## src/rtl/cmp_sort_ctrl.sv

```systemverilog
// Block sorter: loads DEPTH words, bubble-sorts them through an external
// comparator one compare/swap per cycle, then streams them out ascending.
module cmp_sort_ctrl #(
  parameter int WIDTH = 4,
  parameter int DEPTH = 8
) (
  input  logic             clk,
  input  logic             rst_n,
  input  logic             flush,
  input  logic             in_valid,
  output logic             in_ready,
  input  logic [WIDTH-1:0] in_data,
  output logic [WIDTH-1:0] cmp_a,
  output logic [WIDTH-1:0] cmp_b,
  input  logic             cmp_greater,
  input  logic             cmp_equal,
  input  logic             cmp_lesser,
  output logic             out_valid,
  input  logic             out_ready,
  output logic [WIDTH-1:0] out_data,
  output logic             out_last,
  output logic             busy,
  output logic             sort_done,
  output logic             cmp_err
);

  localparam int PW = $clog2(DEPTH);
  localparam logic [PW-1:0] LAST  = PW'(DEPTH - 1);
  localparam logic [PW-1:0] PLAST = PW'(DEPTH - 2);

  typedef enum logic [1:0] {
    LOAD,
    SORT,
    DRAIN
  } state_t;

  state_t state;

  logic [WIDTH-1:0] mem [DEPTH];
  logic [PW-1:0] wr_ptr;
  logic [PW-1:0] rd_ptr;
  logic [PW-1:0] idx;
  logic [PW-1:0] idx_nx;
  logic [PW-1:0] pass;
  logic swapped;

  logic beat;
  logic swap_we;
  logic pass_end;
  logic any_swap;
  logic onehot;
  logic in_sort;

  assign in_sort  = (state == SORT);
  assign idx_nx   = idx + PW'(1);
  assign beat     = (state == LOAD) & in_valid & ~flush;
  assign swap_we  = in_sort & cmp_greater & ~flush;
  assign pass_end = (idx == PLAST - pass);
  assign any_swap = swapped | cmp_greater;
  assign onehot   = $onehot({cmp_greater, cmp_equal, cmp_lesser});

  assign cmp_a    = in_sort ? mem[idx]    : mem[0];
  assign cmp_b    = in_sort ? mem[idx_nx] : mem[1];
  assign out_data = mem[rd_ptr];

  // Storage is not reset; its contents are meaningless until a block loads.
  always_ff @(posedge clk) begin
    if (beat) begin
      mem[wr_ptr] <= in_data;
    end else if (swap_we) begin
      mem[idx]    <= mem[idx_nx];
      mem[idx_nx] <= mem[idx];
    end
  end

  always_ff @(posedge clk or negedge rst_n) begin
    if (!rst_n) begin
      state     <= LOAD;
      wr_ptr    <= '0;
      rd_ptr    <= '0;
      idx       <= '0;
      pass      <= '0;
      swapped   <= 1'b0;
      in_ready  <= 1'b1;
      out_valid <= 1'b0;
      out_last  <= 1'b0;
      busy      <= 1'b0;
      sort_done <= 1'b0;
      cmp_err   <= 1'b0;
    end else begin
      sort_done <= 1'b0;
      if (in_sort && !onehot) begin
        cmp_err <= 1'b1;
      end
      if (flush) begin
        state     <= LOAD;
        wr_ptr    <= '0;
        rd_ptr    <= '0;
        idx       <= '0;
        pass      <= '0;
        swapped   <= 1'b0;
        in_ready  <= 1'b1;
        out_valid <= 1'b0;
        out_last  <= 1'b0;
        busy      <= 1'b0;
      end else begin
        unique case (state)
          LOAD: begin
            if (in_valid) begin
              if (wr_ptr == LAST) begin
                state    <= SORT;
                wr_ptr   <= '0;
                in_ready <= 1'b0;
                busy     <= 1'b1;
                idx      <= '0;
                pass     <= '0;
                swapped  <= 1'b0;
              end else begin
                wr_ptr <= wr_ptr + PW'(1);
              end
            end
          end
          SORT: begin
            if (pass_end) begin
              // A clean pass proves the block is ordered.
              if (!any_swap || pass == PLAST) begin
                state     <= DRAIN;
                busy      <= 1'b0;
                sort_done <= 1'b1;
                out_valid <= 1'b1;
                out_last  <= 1'b0;
                rd_ptr    <= '0;
                pass      <= '0;
              end else begin
                pass <= pass + PW'(1);
              end
              idx     <= '0;
              swapped <= 1'b0;
            end else begin
              idx     <= idx_nx;
              swapped <= any_swap;
            end
          end
          DRAIN: begin
            if (out_ready) begin
              if (rd_ptr == LAST) begin
                state     <= LOAD;
                out_valid <= 1'b0;
                out_last  <= 1'b0;
                in_ready  <= 1'b1;
                rd_ptr    <= '0;
                wr_ptr    <= '0;
              end else begin
                rd_ptr   <= rd_ptr + PW'(1);
                out_last <= (rd_ptr == LAST - PW'(1));
              end
            end
          end
          default: state <= LOAD;
        endcase
      end
    end
  end

endmodule
```

## config.mk

```make
export PLATFORM = sky130hd
export DESIGN_NAME = cmp_sort_ctrl
export DESIGN_NICKNAME = d
export VERILOG_FILES = /design/src/rtl/cmp_sort_ctrl.sv
export SDC_FILE = /design/constraint.sdc
export NUM_CORES = 1
export LEC_CHECK = 0
export BUFFER_PORTS_ARGS = -buffer_cell sky130_fd_sc_hd__buf_4
export CELL_PAD_IN_SITES_DETAIL_PLACEMENT = 1
export CELL_PAD_IN_SITES_GLOBAL_PLACEMENT = 1
export CORE_MARGIN = 1.5
export CORE_UTILIZATION = 30
export DETAILED_ROUTE_END_ITERATION = 8
export PLACE_DENSITY = 0.62
export SLEW_MARGIN = 20
export SYNTH_ARGS = -nofsm -noshare
export SYNTH_HDL_FRONTEND = slang
export SYNTH_SLANG_ARGS = --single-unit
```

## constraint.sdc

```tcl
create_clock -name clk -period 2.1 [get_ports clk]
set_input_delay 0.21 -clock clk [delete_from_list [all_inputs] [get_ports clk]]
set_output_delay 0.21 -clock clk [all_outputs]
set_load 0.01 [all_outputs]
```

# After elaboration in Yosys (flattened, before gate mapping)
# Memories as Yosys holds them, arrays and structs flattened.
# Cells that the tools add are included.
totals:
  ff_bits: 21
  ram_bits: 32
  input_bits: 12
  out_inout_bits: 18
  n_memories: 1
memory_table:
  columns: ["name", "depth", "word_bits", "read_ports", "rd_clocked_by_memory_dff", "wr", "line", "rtl"]
  rows:
  - ["mem", 8, 4, 5, 0, 2, "39", "logic [WIDTH-1:0] mem [DEPTH];"]
op_classes:
  add_sub_neg: 7
  n_eq_ne: 14
  mux: 68
  bitwise: 6
  n_reduce_logical: 17
op_table:
  columns: ["operator", "n"]
  rows:
  - ["3-bit two-way mux", 18]
  - ["1-bit two-way mux", 30]
  - ["3-bit one-hot mux with 2 select lines", 4]
  - ["5-bit AND reduction", 3]
  - ["2-bit two-way mux", 7]
  - ["3-bit by 1-bit adder with 3-bit output, second input constant", 4]
  - ["3-bit equality test, second input constant", 4]
  - ["4-bit two-way mux", 3]
  - ["3-bit inequality test, second input constant", 4]
  - ["4-bit AND reduction", 3]
  - ["1-bit one-hot mux with 2 select lines", 5]
  - ["3-bit nonzero test", 3]
  - ["3-bit by 2-bit inequality test with 1-bit output, second input constant", 2]
  - ["2-bit one-hot mux with 3 select lines", 1]
  - ["6-bit AND reduction", 1]
  - ["1-bit AND", 4]
  - ["2-bit by 1-bit equality test with 1-bit output, second input constant", 2]
  - ["4-bit OR reduction", 1]
  - ["3-bit equality test", 1]
  - ["3-bit AND reduction", 1]
  - ["3-bit subtractor, first input constant", 1]
  - ["1-bit by 1-bit adder with 2-bit output", 1]
  - ["2-bit by 1-bit adder with 2-bit output", 1]
  - ["2-bit equality test, second input constant", 1]
  - ["other kinds (6)", 7]

# Depth between registers and ports, before layout
depth:
  depth_word: 8
  ltp_mapped: 6
  depth_no_buf: 6

# Worst setup path before layout
# OpenSTA, ideal clock, no wires.
synth_path:
  kind: "register -> register"
  startpoint: "register idx[0]"
  endpoint: "memory mem[3][0], enable pin"
  arrival_time_ns: 1.902
  path_slack_ns: -0.140
  stages_incl_launch_ff: 5
  period_less_slack_ns: 2.240
  cell_sequence: "dfrtp_1 > ha_1 > inv_2 > nor4_1 > o21bai_1"
synth_lines:
  columns: ["element", "line", "rtl"]
  rows:
  - ["start: declaration", "42", "logic [PW-1:0] idx;"]
  - ["start signal: assignment", "140", "idx <= idx_nx;"]
  - ["end: declaration", "39", null]

# Final worst setup path
layout_path:
  startpoint: "register idx[0]"
  endpoint: "output port cmp_b[2]"
layout_between:
  elab_chain_len: 3
layout_rtl:
  columns: ["element", "line", "rtl"]
  rows:
  - ["3-bit by 1-bit adder with 3-bit output", "55", "assign idx_nx = idx + PW'(1);"]
  - ["memory read 8 x 4 bit", null, null]
  - ["4-bit two-way mux", "63", "assign cmp_b = in_sort ? mem[idx_nx] : mem[1];"]
  - ["end: declaration", "14", "output logic [WIDTH-1:0] cmp_b,"]
# No other way between the ends.

==> results.yml <==
cts:
  cts_root_buf: "clkbuf_16"
  cts.sinks: 53
  clk_path_buf_depth: 2
  clk_transition_reported_paths_ns: 0.07
  htreeDepth: 2
  cts_buffers: 5
  cts_tree: "built"
  clock_latency_ns: 0.30
placement:
  port_buffers: 29
  dp_slack_ns: -0.235
  postPlaceCellArea_mm2: 0.00437
  hpwl_um: 8380
  gp_congestion: 0.876
worst_setup_path:
  startpoint_type: "register"
  crit_family: "multiplexers"
  startpoint: "idx[0]"
  cpMaxStageDelayCell: "mux4_2"
  max_stage_delay_ns: 0.48
  critPathKind: "register to primary output"
  reg2reg_depth: 6
  r2r-start: "idx[0]"
  cp_num_buf_inv: 2
  crit_path_end_kind: "primary output"
  crit_top_cell: "nand2_1"
  arrival_ns: 2.04
  required_ns: 1.89
  crit_path_max_fanout: 10
  crit_chain: "buf_8 -> mux2_2 -> mux4_2 -> nand2_1 -> nand2_1 -> buf_4"
  path_depth: 6
synth:
  synth_top_area_share: 0.262
  syn-num-nets: 349
  ys_types: 51
  synth_flop_cell: "edfxtp_1"
  yosys.area_share.adder: 0.0362
  synth_edf_count: 32
  synth_area_leaders: "edfxtp_1, dfrtp_1, mux4_2, mux2_2, nand2_1"
  synth_largest_area_cell: "edfxtp_1"
  ys_ff_latch: 53
  netlist_instances: 327
  yosysSeqAreaShare: 0.406
  yosysWarnings: 0
  synth_top_family_by_area: "multiplexers"
  syn_area_per_cell_um2: 11.2
  muxShareOfSynthArea: 0.242
  synthArstFlopShare: 0.396
  synth-simple-area-share: 0.144
  syn_area_mm2: 0.00366
  synth-compound-area-share: 0.123
  synth_xor_area_frac: 0.0161
power:
  total_power_mw: 3.96
  power.density_mw_per_mm2: 817
  ir_worst_vdd_mv: 0.326
  p_leak_nw: 1.87
global_routing:
  grt_usage: 0.190
  grt_pass1_vias: 3214
  grt.overflow.total: 0
  grt_pass1_wl_um: 18100
  grt_max_degree: 22
  antenna_found_initial: 0
drt:
  ant_nets: 0
  first_pass_iters: 4
  vias: 3031
  via_per_inst: 5.48
  drtIter0Drc: 152
  wl_um: 11700
  drc: 0
  wl_per_cell_um: 21.1
final_layout:
  antenna_cells: 0
  mostFrequentLayoutCells: "buf_4, nand2_1, edfxtp_1"
  fin_area_mm2: 0.00484
  area_delta_synth_final_pct: 32.3
  final_common_cell: "buf_4"
  drive_above_1_share: 0.446
  finalNetCount: 427
floorplanning:
  core_mm2: 0.0120
  die_h_um: 113
  io_pins: 30
  dieArea_mm2: 0.0129
  rows: 40
  start_util: 0.306
  die_x_um: 113
timing:
  finalCritPeriodShare: 1.07
  period_minus_slack_ns: 2.25
  rsz0062_at_grt: "yes"
  timing.fmax_ghz: 0.445
  hold_viol: 0
  slew_violations: 0
  setup_ws_ns: -0.146
  fin_hold_ws_ns: 0.188
  worst_pin_slew_ns: 0.490
  clock-skew-final_ns: 0.00385
  maxSlewHeadroom: 0.672
  setup_viol: 27
worst_hold_path:
  hold_path.class: "primary input to register"
  min_delay_path_depth: 3
  hold_start: "out_ready"
run_status:
  violations: "negative setup slack"
  status: "finished with violations"
job:
  cap_violations: 0
cells by family (layout without fill, tap and decap cells):
| kind of cell | Yosys count | after routing |
|---|---|---|
| compound gates | 72 | 72 |
| xor+xnor | 5 | 5 |
| fa+ha+maj | 10 | 10 |
| buf+inv | 25 | 104 |
| flops | 53 | 53 |
| mux | 55 | 55 |
| simple gates | 107 | 107 |
area by class of cell:
class / count / area, um^2
clock buffer: 6 / 129
clock inverter: 2 / 38.8
fill: 1288 / 7120
inverter: 5 / 21.3
multi-input combinational: 249 / 2220
sequential: 53 / 1490
tap: 147 / 184
timing repair buffer: 91 / 764
synth_stat cells, types with 8 or more instances:
master / number
mux4_2: 21
mux2_2: 27
o21bai_1: 9
o21ai_0: 33
nor2_1: 8
edfxtp_1: 32
nand2_1: 63
dfrtp_1: 20
clkbuf_1: 12
ha_1: 9
a21oi_1: 11
nor4_1: 9
flip-flops by register name, indices dropped and copies added (netlist names):
signal	flops
rd_ptr	3
swapped	1
out_last	1
wr_ptr	3
in_ready	1
busy	1
sort_done	1
pass	3
idx	3
mem	32
out_valid	1
state	2
cmp_err	1
through the flow:
stage	TNS, ns	utilization	cells
6_report	-2.26	0.405	553
5_1_grt	-5.61	0.405	553
4_1_cts	-2.48	0.403	553
3_5_place_dp	-3.51	0.366	532
3_3_place_gp	-1.89	0.366	532
2_1_floorplan	-0.981	-	327
where the power goes:
part / switching (mW) / leakage (nW) / internal (mW) / total [mW]
sequential: 0.0915 / 0.562 / 1.22 / 1.31
clock: 0.395 / 0.0810 / 0.566 / 0.961
combinational: 0.831 / 1.23 / 0.855 / 1.69
routing by layer:
metal | track usage | wire length, um | vias to the layer above
li1 | - | - | 1394
met1 | 0.238 | 4740 | 1515
met2 | 0.319 | 5850 | 96
met3 | 0.0351 | 678 | 26
met4 | 0.0842 | 414 | 0
met5 | 0 | 0 | -
tightest hold or removal path, stage by stage:
cell     delay [ns]
buf_4          0.10
a31oi_1        0.07
nand2_1        0.07
timing repair:
action / 4_1_cts / 5_1_grt
endpoints found under the hold margin: 20 / 0
cloned: 1 / 0
pin swaps: 5 / 5
buffers inserted: 11 / 1
gates resized for setup: 43 / 13
endpoints found under the setup margin: 52 / 50
hold buffers: 1 / 0
final timing paths:
check | to | slack [ns]
worst max-delay path | cmp_b[2] | -0.15
worst min-delay path | in_ready | 0.19
worst max register to register | mem[3][2] | -0.13
worst min register to register | cmp_err | 0.47
max in group asynchronous | in_ready | 1.49
min in group asynchronous | busy | 0.34
No activity file was read; power rests on OpenSTA's default activity.
